`src/rtl/beat_pkg.sv`:
```
// Shared types and helpers for the one-hot beat generator.
package beat_pkg;

  typedef enum logic {
    IDLE = 1'b0,
    RUN  = 1'b1
  } beat_state_e;

  // A requested length of 0 or anything above the maximum runs a full-length cycle.
  function automatic int unsigned clamp_len(input int unsigned req, input int unsigned max_beats);
    return ((req == 0) || (req > max_beats)) ? max_beats : req;
  endfunction

endpackage

```
`src/rtl/beat_decode.sv`:
```
// Decodes the active beat index into the one-hot T vector; all-zero when not running.
module beat_decode #(
  parameter int unsigned MAX_BEATS = 4,
  parameter int unsigned LEN_W     = $clog2(MAX_BEATS + 1)
) (
  input  logic                 active,
  input  logic [LEN_W-1:0]     beat_idx,
  output logic [MAX_BEATS-1:0] onehot_c
);

  always_comb begin
    onehot_c = '0;
    for (int i = 0; i < MAX_BEATS; i++) begin
      onehot_c[i] = active && (beat_idx == LEN_W'(i));
    end
  end

endmodule

```
`src/rtl/beat_generator.sv`:
```
// Variable-length one-hot beat generator with hold, run/stop and a completed-cycle counter.
// Optional single-step input enabled by defining BEAT_STEP_EN.
module beat_generator
  import beat_pkg::*;
#(
  parameter  int unsigned MAX_BEATS = 4,
  parameter  int unsigned CNT_W     = 16,
  localparam int unsigned LEN_W     = $clog2(MAX_BEATS + 1)
) (
  input  logic                 clk,
  input  logic                 rst,
  input  logic                 run,
  input  logic                 hold,
  input  logic [LEN_W-1:0]     len,
`ifdef BEAT_STEP_EN
  input  logic                 step,
`endif
  output logic [MAX_BEATS-1:0] T,
  output logic [LEN_W-1:0]     beat_idx,
  output logic                 cyc_last,
  output logic [CNT_W-1:0]     cyc_count
);

  beat_state_e      state_q, state_d;
  logic [LEN_W-1:0] idx_q, idx_d;
  logic [LEN_W-1:0] len_q, len_d;
  logic [CNT_W-1:0] cnt_q, cnt_d;
  logic [LEN_W-1:0] len_clamped;
  logic             start;
  logic             last;

  assign len_clamped = LEN_W'(clamp_len(32'(len), MAX_BEATS));
  assign last        = (state_q == RUN) && (idx_q == LEN_W'(len_q - LEN_W'(1)));

`ifdef BEAT_STEP_EN
  assign start = run || step;
`else
  assign start = run;
`endif

  // Next-state: a started cycle always runs to its last beat; run only decides what follows.
  always_comb begin
    state_d = state_q;
    idx_d   = idx_q;
    len_d   = len_q;
    cnt_d   = cnt_q;
    case (state_q)
      IDLE: begin
        if (start) begin
          state_d = RUN;
          idx_d   = '0;
          len_d   = len_clamped;
        end
      end
      RUN: begin
        if (!hold) begin
          if (last) begin
            cnt_d = cnt_q + CNT_W'(1);
            idx_d = '0;
            if (run) begin
              len_d = len_clamped;
            end else begin
              state_d = IDLE;
            end
          end else begin
            idx_d = idx_q + LEN_W'(1);
          end
        end
      end
      default: begin
        state_d = IDLE;
        idx_d   = '0;
      end
    endcase
  end

  always_ff @(posedge clk) begin
    if (rst) begin
      state_q <= IDLE;
      idx_q   <= '0;
      len_q   <= LEN_W'(MAX_BEATS);
      cnt_q   <= '0;
    end else begin
      state_q <= state_d;
      idx_q   <= idx_d;
      len_q   <= len_d;
      cnt_q   <= cnt_d;
    end
  end

  beat_decode #(
    .MAX_BEATS (MAX_BEATS),
    .LEN_W     (LEN_W)
  ) u_decode (
    .active   (state_q == RUN),
    .beat_idx (idx_q),
    .onehot_c (T)
  );

  assign beat_idx  = idx_q;
  assign cyc_last  = last;
  assign cyc_count = cnt_q;

endmodule

```
`config.mk`:
```
export PLATFORM = sky130hd
export DESIGN_NAME = beat_generator
export DESIGN_NICKNAME = d
export VERILOG_FILES = /design/src/rtl/beat_pkg.sv /design/src/rtl/beat_decode.sv /design/src/rtl/beat_generator.sv
export SDC_FILE = /design/constraint.sdc
export NUM_CORES = 1
export LEC_CHECK = 0
export CORE_MARGIN = 5
export CORE_UTILIZATION = 49
export CTS_CLUSTER_DIAMETER = 30
export DETAILED_ROUTE_END_ITERATION = 10
export PLACE_DENSITY = 0.79
export SYNTH_ARGS = -nofsm -noshare
export SYNTH_HDL_FRONTEND = slang
export SYNTH_HIERARCHICAL = 1
export SYNTH_SLANG_ARGS = --single-unit
```
`constraint.sdc`:
```
create_clock -name clk -period 2.3 [get_ports clk]
set_clock_uncertainty 0.1 [all_clocks]
set_input_delay 0.69 -clock clk [delete_from_list [all_inputs] [get_ports clk]]
set_output_delay 0.69 -clock clk [all_outputs]
set_load 0.05 [all_outputs]
```
Word level (Yosys, flattened, before mapping)
Index checks and enable logic that the tools add are counted.
{ "totals": {"ff_bits": 23, "inputBits": 7, "output_inout_bits": 24} }
{ "classes": {"order_cmp": 1, "n_eq_ne": 7, "n_addsub": 3, "n_mux": 13, "reduce_logical": 11, "bitwise_logic": 2} }
{ "ops": {"columns": ["cell", "n"], "rows": [
  ["$mux 3", 7],
  ["$add 16x1->16 const B", 1],
  ["$pmux 3 s2", 2],
  ["$eq 3x2->1 const B", 2],
  ["$logic_not 3->1", 2],
  ["$ne 2x2->1 const B", 3],
  ["$logic_and 1x1->1", 5],
  ["$reduce_and 2->1", 2],
  ["$add 3x1->3 const B", 1],
  ["$eq 3x1->1 const B", 1],
  ["$eq 3x3->1", 1],
  ["$gt 3x3->1 const B", 1],
  ["$mux 1", 3],
  ["$reduce_and 3->1", 1],
  ["$sub 3x1->3 const B", 1],
  ["$not 1->1", 2],
  ["$pmux 1 s2", 1],
  ["$logic_or 1x1->1", 1]
]} }

Longest topological paths before layout
Gate-level depths: netlist of the first run.
{ "depth": {"depth_word": 7, "ltp_mapped": 7} }

Cells and area by module
Netlist of the first run, hierarchy kept.
{ "modules_own_cells": {"columns": ["module", "cells_each", "n_inst", "area_per_inst_um2"], "rows": [
  ["beat_generator", 145, 1, 1266.2],
  ["beat_decode", 4, 1, 50.0]
]} }

Worst setup path before layout of the first run
No wires, ideal clock.
{ "synth_timing": {"kind": "register -> output", "from": "register idx_q[2], in the netlist beat_idx[2]", "to": "output cyc_last", "required_time_ns": 1.510, "path_buffers": 0, "stages_incl_launch_ff": 4, "arrival_ns": 2.006, "path_slack_ns": -0.496, "cell_sequence": "dfxtp_1 -> xnor3_1 -> nand3_1 -> nor2_1"} }
{ "synth_between": {"elab_chain_len": 2} }
{ "synth_lines": {"columns": ["element", "line_no", "text"], "rows": [
  ["start: declaration", "beat_generator.sv:25", "logic [LEN_W-1:0] idx_q, idx_d;"],
  ["start signal: assignment", "beat_generator.sv:85", "idx_q <= idx_d;"],
  ["$eq 3x3->1", "beat_generator.sv:33", "assign last = (state_q == RUN) && (idx_q == LEN_W'(len_q - LEN_W'(1)));"],
  ["$logic_and 1x1->1", "beat_generator.sv:33", null],
  ["end: declaration", "beat_generator.sv:20", "output logic cyc_last,"]
]} }
No other way between the ends.

Worst setup path after layout of the first run
{ "layout_timing": {"from": "register len_q[1]", "to": "output cyc_last"} }
{ "layout_between": {"elab_chain_len": 3} }
{ "layout_lines": {"columns": ["element", "line_no", "text"], "rows": [
  ["start: declaration", "beat_generator.sv:26", "logic [LEN_W-1:0] len_q, len_d;"],
  ["start signal: assignment", "beat_generator.sv:81", "len_q <= LEN_W'(MAX_BEATS);"],
  ["start signal: assignment", "beat_generator.sv:86", "len_q <= len_d;"],
  ["$sub 3x1->3", "beat_generator.sv:33", null],
  ["$eq 3x3->1", "beat_generator.sv:33", null],
  ["$logic_and 1x1->1", "beat_generator.sv:33", null]
]} }
No other way between the ends.

==> impl_metrics.toml, run 1 <==
[min_path]
min-delay-start = "len_q[1]"
hold_class = "reg -> reg"
min_to = "len_q[1]"
hold_depth = 2

[status]
violations = "setup timing"
status = "finished with violations"

[setup_path]
timing.rr.end = "cyc_count[13]"
critPathKind = "reg -> out"
r2r_start = "len_q[1]"
ff2ff_path_depth = 8
reg2reg_slack_ns = 0.20
slowest_delay_ns = 0.36
slowest_stage = "dfxtp_2"
startpoint_type = "register"
required_ns = 1.51
arrival_ns = 1.57
path_max_fanout = 2
path_cells = "inv_2, ha_4, xor2_4, nand3_4, nor2_4, buf_12"
cp-end-kind = "output pin"

[clocking]
tritoncts = "done"
cts_made_buffers = 3
cts_hold_buf = 0
clk_pin_slew_ns = 0.14
clock_latency_ns = 0.33
cts_max_level = 1
root_buffer = "clkbuf_4"
clockBufferDepth = 2
clock-sinks = 23

[yosys]
syn_nets = 160
yosys_register_bits = 23
syn_area_per_cell_sq_um = 8.83
synthCells = 149
ys_types = 38
synth_area_sq_um = 1320
synth_edf_count = 0
synth_common_cells = "23 x dfxtp_1, 11 x a21oi_1, 11 x nor2_1"
yosysTopAreaCellShare_pct = 35.0
synthArstFlopShare_pct = 0
synthFlopType = "dfxtp_1"
synth_top_area_cell = "dfxtp_1"
synth.area.top_cells = "dfxtp_1 35%, o311ai_0 4.7%, a21oi_1 4.2%"
yosysWarnings = 6
synthMostInstantiatedCell = "dfxtp_1"
yosysSeqAreaShare_pct = 35.0

[global_routing]
grt_util_met1_pct = 24.0
antenna_found_initial = 0
first_global_vias = 1381
grt-busiest-layer = "met2"
grt-ovfl-total = 0
use_met2_pct = 41.7
grt_max_degree = 16
grtUsageTotal_pct = 21.7
use_met3_pct = 3.72
grt_pass1_wl_microns = 6150

[sta]
period_share_pct = 103
worst_pin_slew_ns = 0.690
slew_headroom_pct = 53.6
min_period_ns = 2.36
setup_slack_ns = -0.0621
rsz0062_at_grt = "true"
finalSetupViolations = 1
fmax_ghz = 0.423
hold_viol = 0
drv_slew = 0
hold_slack_ns = 0.378

[floorplan]
initial_core_util_pct = 52.2
ios = 31
die-area_sq_um = 3820
die_h_microns = 61.8
die_w_microns = 61.8
fp.coreArea_sq_um = 2520
fp-row-count = 18

[layout]
ff_latch_area_sq_um = 468
finalNonFillerCells = 226
multi_input_area_sq_um = 857
fillCellCount = 196
nets = 208
drive_gt1_share_pct = 39.3
design_area_sq_um = 1870
diodes = 0
area_growth_pct = 41.7

[placed_design]
placedCellCount = 221
port_buffers = 30
gp_congestion = 0.886
dp_hpwl_microns = 2750
pre_cts_ws_ns = -0.257
place_area_sq_um = 1770

[power_and_ir_drop]
power.leakage_nw = 0.736
power.density_nw_per_um2 = 406
max-vdd-ir-drop_uv = 397

[detailed_routing]
drt_wl_total_microns = 3620
viasPerCell = 5.97
wl_per_cell_microns = 16.0
vias = 1350
ant_nets = 0
drc = 0
dr.pass1.iters = 6
first_iter_violations = 127

[run]
maxCapViolations = 0
-- worst max-delay path by stage --
stage | start | end | slack (ns)
after floorplan | len_q[0] | cyc_last | 0.02
after global placement | hold | cyc_count[15] | -0.16
after detailed placement | hold | cyc_count[14] | -0.26
after CTS | len_q[0] | cyc_last | -0.07
after global routing | len_q[1] | cyc_last | -0.13
final | len_q[1] | cyc_last | -0.06
-- kinds of logic (layout without fill, tap and decap cells) --
kind of cell,Yosys count,count (layout),synth area share (%)
AOI/OAI and AO/OA,31,31,16.8
xor gates and xnor gates,6,6,5.04
adders and majority gates,4,4,3.80
buffers and inverters,14,61,4.94
DFF,23,23,35.0
muxes,4,4,3.33
and+or+nand+nor,67,67,31.1
-- flip-flops by register name (all words and copies together) (netlist names) --
name,flops
beat_idx,3
cyc_count,16
len_q,3
state_q,1
-- power breakdown --
group,internal (mW),switching [mW],total (mW),leakage (nW)
logic,0.0688,0.0768,0.146,0.530
clock network,0.0653,0.131,0.196,0.0177
registers,0.405,0.0108,0.416,0.188
total,0.539,0.218,0.757,0.736
-- final cells by class --
cell class | count | share of cell area [%]
Tap cell | 30 | 2.01
Clock buffer | 3 | 1.21
Clock inverter | 1 | 0.268
Inverter | 8 | 1.61
Sequential cell | 23 | 25.1
Timing Repair Buffer | 49 | 23.9
Multi-Input combinational cell | 112 | 45.9
-- cells in the final DEF, fill, tap and decap left out, types with 2 or more instances in the layout --
master and instances:
nor2_1 10, nand2_1 10, dfxtp_1 17, clkbuf_4 3, inv_2 2, dfxtp_2 6
or2_2 7, and4_1 2, ha_1 3, mux2_2 3, nor2b_1 5, nand3_1 5
or3b_2 2, nand4_1 6, and4b_1 2, o41ai_1 5, clkdlybuf4s50_1 6, a21oi_1 11
inv_1 6, o311ai_0 4, or4_1 4, buf_12 5, o31ai_1 4, nor3b_1 2
and4bb_2 2, buf_4 38, xnor2_1 2, o311ai_1 3
-- critical path: cells and delay by family (launching register included) --
family,cells,cell delay (ns)
buffers and inverters,2,0.18
adder cells (fa/ha/maj),1,0.28
flip-flops,1,0.36
AND/OR/NAND/NOR,2,0.23
XOR/XNOR,1,0.19
-- routing by layer --
layer  wire, microns  vias to the layer above
met4              40                        0
met5               0                        -
li1                -                      657
met1            1470                      655
met2            1970                       33
met3             148                        5
-- stage by stage --
stage	TNS [ns]	power, mW	utilization, %
6_report	-0.0621	0.757	74.0
5_1_grt	-0.131	0.800	74.0
4_1_cts	-0.0679	0.757	72.9
3_5_place_dp	-2.00	0.552	70.3
3_3_place_gp	-1.25	0.546	70.3
2_1_floorplan	0	0.497	-
-- what timing repair did --
item,4_1_cts,5_1_grt
setup buffers,1,0
endpoints found under the setup margin,1,5
hold endpoints to repair,0,0
gates resized for setup,7,7
pin swaps,3,2
No activity file was read; power rests on OpenSTA's default activity.
==> run 2, diff against run 1 <==
- CAP_MARGIN: default -> 20
- CTS_CLUSTER_SIZE: default -> 8
==> results of run 2 <==
Same layout as run 1: the final DEF is identical, and so are final timing and power.
==> run 3, diff against run 2 <==
- CAP_MARGIN: 20 -> 5
- CORE_UTILIZATION: 49 -> 30
- PLACE_DENSITY: 0.79 -> default
==> run 3 against run 2 <==
Non-clock buffer count decreased by 1. Clock power increased by 30%. Routed wire length decreased by 8.3%. Sequential power about the same. The run now ends clean. Total power increased by 6.7%. Global-route usage decreased by 9.9 points. Cell count increased by 9.3%. Largest cell class unchanged. Clock-buffer cell count unchanged.
==> impl_metrics.toml, run 3 (same netlist as run 1, synthesis figures left out) <==
[setup_path]
crit_family = "flip-flops"
path_cells = "inv_2, ha_4, xor2_2, nand3_2, nor2_4, buf_12"
ff2ff_path_depth = 8
path_max_fanout = 2
arrival_ns = 1.50
cp.depth = 6
slowest_delay_ns = 0.34
critPathKind = "reg -> out"
crit_buf_inv = 2
required_ns = 1.51
slowest_stage = "dfxtp_2"
reg2reg_slack_ns = 0.20
startpoint_type = "register"
cp-end-kind = "output pin"

[layout]
largest_reg_flops = 16
ff_latch_area_sq_um = 467
drive_gt1_share_pct = 37.4
final_common_cell = "buf_4"
diodes = 0
nets = 207
layout_common_cells = "36 x buf_4, 18 x dfxtp_1, 11 x a21oi_1"
area_growth_pct = 43.0
multi_input_area_sq_um = 823
fillCellCount = 424

[sta]
min_period_ns = 2.29
fmax_ghz = 0.438
slew_headroom_pct = 61.5
setup_tns_ns = 0
period_share_pct = 99.4
hold_viol = 0
worst_pin_slew_ns = 0.574
finalSetupViolations = 0
setup_slack_ns = 0.0145
hold_slack_ns = 0.373
drv_slew = 0
rsz0062_at_grt = "true"

[detailed_routing]
drt_wl_total_microns = 3330
viasPerCell = 5.28
wl_per_cell_microns = 13.5
vias = 1305
dr.pass1.iters = 4
first_iter_violations = 44
drc = 0
ant_nets = 0

[placed_design]
gp_congestion = 0.822
pre_cts_ws_ns = -0.206
port_buffers = 30
dp_hpwl_microns = 2590

[clocking]
cts_max_level = 1
root_buffer = "clkbuf_8"
clockBufferDepth = 2
clock_latency_ns = 0.26
clock-sinks = 23
tritoncts = "done"
clk_pin_slew_ns = 0.08
cts_hold_buf = 0
cts_made_buffers = 3

[global_routing]
antenna_found_initial = 0
grt_max_degree = 30
grt_pass1_wl_microns = 5900
first_global_vias = 1354
grtUsageTotal_pct = 11.7
grt-ovfl-total = 0

[floorplan]
fp-row-count = 24
fp.coreArea_sq_um = 4290
die_w_microns = 76.2
initial_core_util_pct = 30.7
die-area_sq_um = 5810
ios = 31
die_h_microns = 76.2

[run]
maxCapViolations = 0

[power_and_ir_drop]
comb_power_share_pct = 17.4
p_sw_mw = 0.213
power.density_nw_per_um2 = 429
p_int_mw = 0.594
power_switching_share_pct = 26.4
p_clk_share_pct = 31.4
power.leakage_nw = 0.736
power_frac_seq_pct = 51.2
max-vdd-ir-drop_uv = 296

[min_path]
hold_depth = 2
hold_class = "reg -> reg"

[status]
status = "finished, final reports clean"
run 3: cell count changes in the layout (fill, tap and decap cells not counted), moves of 2 or more:
cell | before | now
buf_4 | 38 | 36
clkbuf_4 | 3 | 0
clkbuf_8 | 0 | 3
o311ai_0 | 4 | 7
o311ai_1 | 3 | 0
run 3: path summary, 6_finish.rpt:
check,endpoint,from
setup / recovery,cyc_last,len_q[1]
hold / removal,len_q[1],len_q[1]
hold reg to reg,len_q[1],len_q[1]
setup reg to reg,cyc_count[15],len_q[1]
run 3: worst reg2reg max path, cell delays in order, from the launching register on:
cell	delay, ns
dfxtp_2	0.34
inv_2	0.05
ha_4	0.26
xor2_2	0.17
buf_4	0.13
buf_4	0.11
nand4_1	0.14
nor4_1	0.32
mux2_2	0.37
run 3: routing by layer:
layer / share of wire (%) / GRT usage, % / wire (microns) / vias to the layer above
li1: - / - / - / 656
met2: 50 / 20.2 / 1670 / 35
met1: 44 / 14.3 / 1450 / 610
met5: 0 / 0 / 0 / -
met3: 5.7 / 3.43 / 189 / 4
met4: 0.69 / 2.80 / 23 / 0
run 3: power groups by stage:
stage               Sequential [mW]  Combinational (mW)  Clock (mW)
floorplan                     0.423              0.0731           0
global placement              0.422               0.128           0
detailed placement            0.423               0.131           0
CTS                           0.413               0.140       0.263
global route                  0.415               0.153       0.287
finish                        0.413               0.140       0.254
run 3: final cells by class:
cell class | instances | area share, %
inverter | 8 | 1.60
clock inverter | 1 | 0.266
clock buffer | 3 | 2.19
multi-input combinational | 112 | 43.8
tap | 52 | 3.46
sequential | 23 | 24.8
timing repair buffer | 48 | 23.9
run 3: timing repair:
item	in CTS	in global routing
setup endpoints to repair	1	3
pin swaps	2	3
buffers inserted	2	1
resized for setup	3	3
run 3: stage by stage:
| stage | instances | cell area (sq um) | power (mW) | utilization, % |
|---|---|---|---|---|
| detailed placement | 240 | 1790 | 0.554 | 41.7 |
| CTS | 246 | 1870 | 0.817 | 43.6 |
| floorplan | 149 | 1330 | 0.497 | - |
| global placement | 240 | 1790 | 0.550 | 41.7 |
| finish | 247 | 1880 | 0.808 | 43.8 |
| global route | 247 | 1880 | 0.856 | 43.8 |
==> variant, RTL diff (config.mk and constraints of run 3) <==
Add a define of `BEAT_STEP_EN`.
--- a/src/rtl/beat_generator.sv
+++ b/src/rtl/beat_generator.sv
@@ -1,5 +1,7 @@
 // Variable-length one-hot beat generator with hold, run/stop and a completed-cycle counter.
 // Optional single-step input enabled by defining BEAT_STEP_EN.
+`define BEAT_STEP_EN
+
 module beat_generator
   import beat_pkg::*;
 #(
Interface: changed (added step); port bits go from 31 to 32. The function was not compared with the original's and may differ.
==> variant against run 3 <==
- sequential cell count did not move
- area after synthesis fell by 0.76%
- cell count fell by 3.6%
- first-iteration DRC count rose by 66%
- wire length fell by 1.5%
- final area fell by 1.3%
- hold slack improved by 0.012 ns
- power barely moved
- worst setup slack improved by 0.0033 ns
- highest routed layer unchanged
==> variant: results (changes against run 3) <==
Hold Slack: 0.3846 ns (+0.01164 ns)
Top Metal Used: met4
Vias after detailed routing: 1230 (-5.7%)
Vias/cell: 5.168 (-2.2%)
CP Max Fanout: 2 (unchanged)
Final GP Congestion: 0.7824 (-4.8%)
Leakage: 0.7208 nW (-2.1%)
Fin nets: 199 (-3.9%)
Hold path start: len_q[1]
Count of unique library cells instantiated by Yosys: 37 (-2.6%)
Sw Share: 26.35% (-0.051 points)
M3 GR Usage: 3.310% (-0.12 points)
Net Count, Synth: 158 (-1.3%)
Dpl ws: -0.2994 ns (-0.09390 ns)
Total Routing Usage GR: 11.39% (-0.36 points)
Reg2reg end: cyc_count[11]
Worst setup path startpoint: len_q[0]
Cts bufs inserted: 3 (unchanged)
VDD IR max: 0.2069 mV (-30%)
Pre-antenna DRT Iters: 4 (unchanged)
Most frequent cells after synthesis: 23 x dfxtp_1, 13 x a21oi_1, 13 x nor2_1
Placed Cells: 231 (-3.8%)
Post-Syn Instances: 146 (-2.0%)
Root buf cell: clkbuf_8
Port Buf Inserts: 31 (+3.3%)
Detailed placer's ending HPWL: 2454 um (-5.1%)
Synth warn: 6 (unchanged)
Async S/R FF share, synth: 0% (unchanged)
Vias in the first global route: 1298 (-4.1%)
CTS max path bufs: 2 (unchanged)
M1 GR Usage: 13.42% (-0.91 points)
First-pass GRT wire length: 5727 um (-2.9%)
Worst Hold Path EP: len_q[1]
Fmax: 0.4382 GHz (+0.14%)
Status: completed
Fraction of the yosys area taken by sequential cells: 35.25% (+0.27 points)
H-tree levels: 1 (unchanged)
CTS clk-pin slew, worst paths: 0.09 ns
Worst hold path type: reg -> reg
Hold Path Depth: 2 (unchanged)
Wire length on met2: 1677 um (+0.72%)
Layout cells sized above 1: 35.48% (-2.0 points)
Critical Path End: cyc_last
Met2 Usage GRT: 19.86% (-0.34 points)
WL met1: 1413 um (-2.3%)
Largest net degree at the start of global routing: 14 (-53%)
Synth area leaders: dfxtp_1 35%, a21oi_1 5.0%, ha_1 3.8%, nor2_1 3.7%, o31ai_1 3.4%
Post-CTS setup buffer count: 2 (unchanged)
Detailed router's first-iteration violation count: 73 (+66%)
Antenna Cells: 0 (unchanged)
Arr. time, crit path: 1.49 ns
R2r setup slk: 0.15 ns (-0.05 ns)
Worst Max-Slew Pin Slew: 0.4196 ns (-0.1540 ns)
Met3 Wirelength: 169 um (-11%)
Wire per inst: 13.76 um (+2.2%)
[variant: cell types whose count changed in the layout (fill, tap and decap cells not counted), sizes merged, moves of 3 or more]
cell           run 3  this run
nand2             10         4
mux2i              1         4
o21ai              1         5
buf               42        36
o41ai              6         0
o311ai             7         0
or2                7         1
or3                1         6
[variant: cell families (layout without fill, tap and decap cells)]
kind of cell	Yosys count	count (layout)	synth area share, %
AND/OR/NAND/NOR	62	62	30.08
AO/OA/AOI/OAI	29	29	14.08
flip-flops	23	23	35.25
buffers and inverters	16	56	5.268
multiplexers	8	8	6.513
adder cells (fa/ha/maj)	4	4	3.832
XOR/XNOR	4	4	4.981
[variant: worst max-delay path, stage by stage, from the launching register on]
cell     delay, ns
dfxtp_2       0.35
inv_2         0.05
ha_4          0.26
xor2_2        0.17
nand3_2       0.12
nor2_4        0.14
buf_12        0.14
[variant: stage by stage]
stage / area [um2] / setup TNS, ns / util, %
detailed placement: 1728 / -3.260 / 40.24
floorplan: 1318 / 0 / -
CTS: 1805 / -0.03473 / 42.05
global placement: 1728 / -2.367 / 40.24
global route: 1858 / -0.07551 / 43.27
finish: 1858 / 0 / 43.27
[variant: power by group through the flow]
stage                     Clock [mW]  Sequential (mW)  Combinational, mW
after floorplan                    0            0.428             0.0677
after global placement             0            0.425              0.118
after detailed placement           0            0.426              0.121
after CTS                      0.259            0.416              0.126
after global routing           0.279            0.419              0.148
final                          0.256            0.417              0.135
[variant: area by class of cell]
| cell class | count | area [um2] |
|---|---|---|
| fillers | 433 | 2436 |
| multi-input cells | 107 | 844.6 |
| flip-flops and latches | 23 | 466.7 |
| repair buffers | 43 | 402.9 |
| well taps | 52 | 65.06 |
| clock buffers | 4 | 45.04 |
| inverters | 9 | 33.78 |
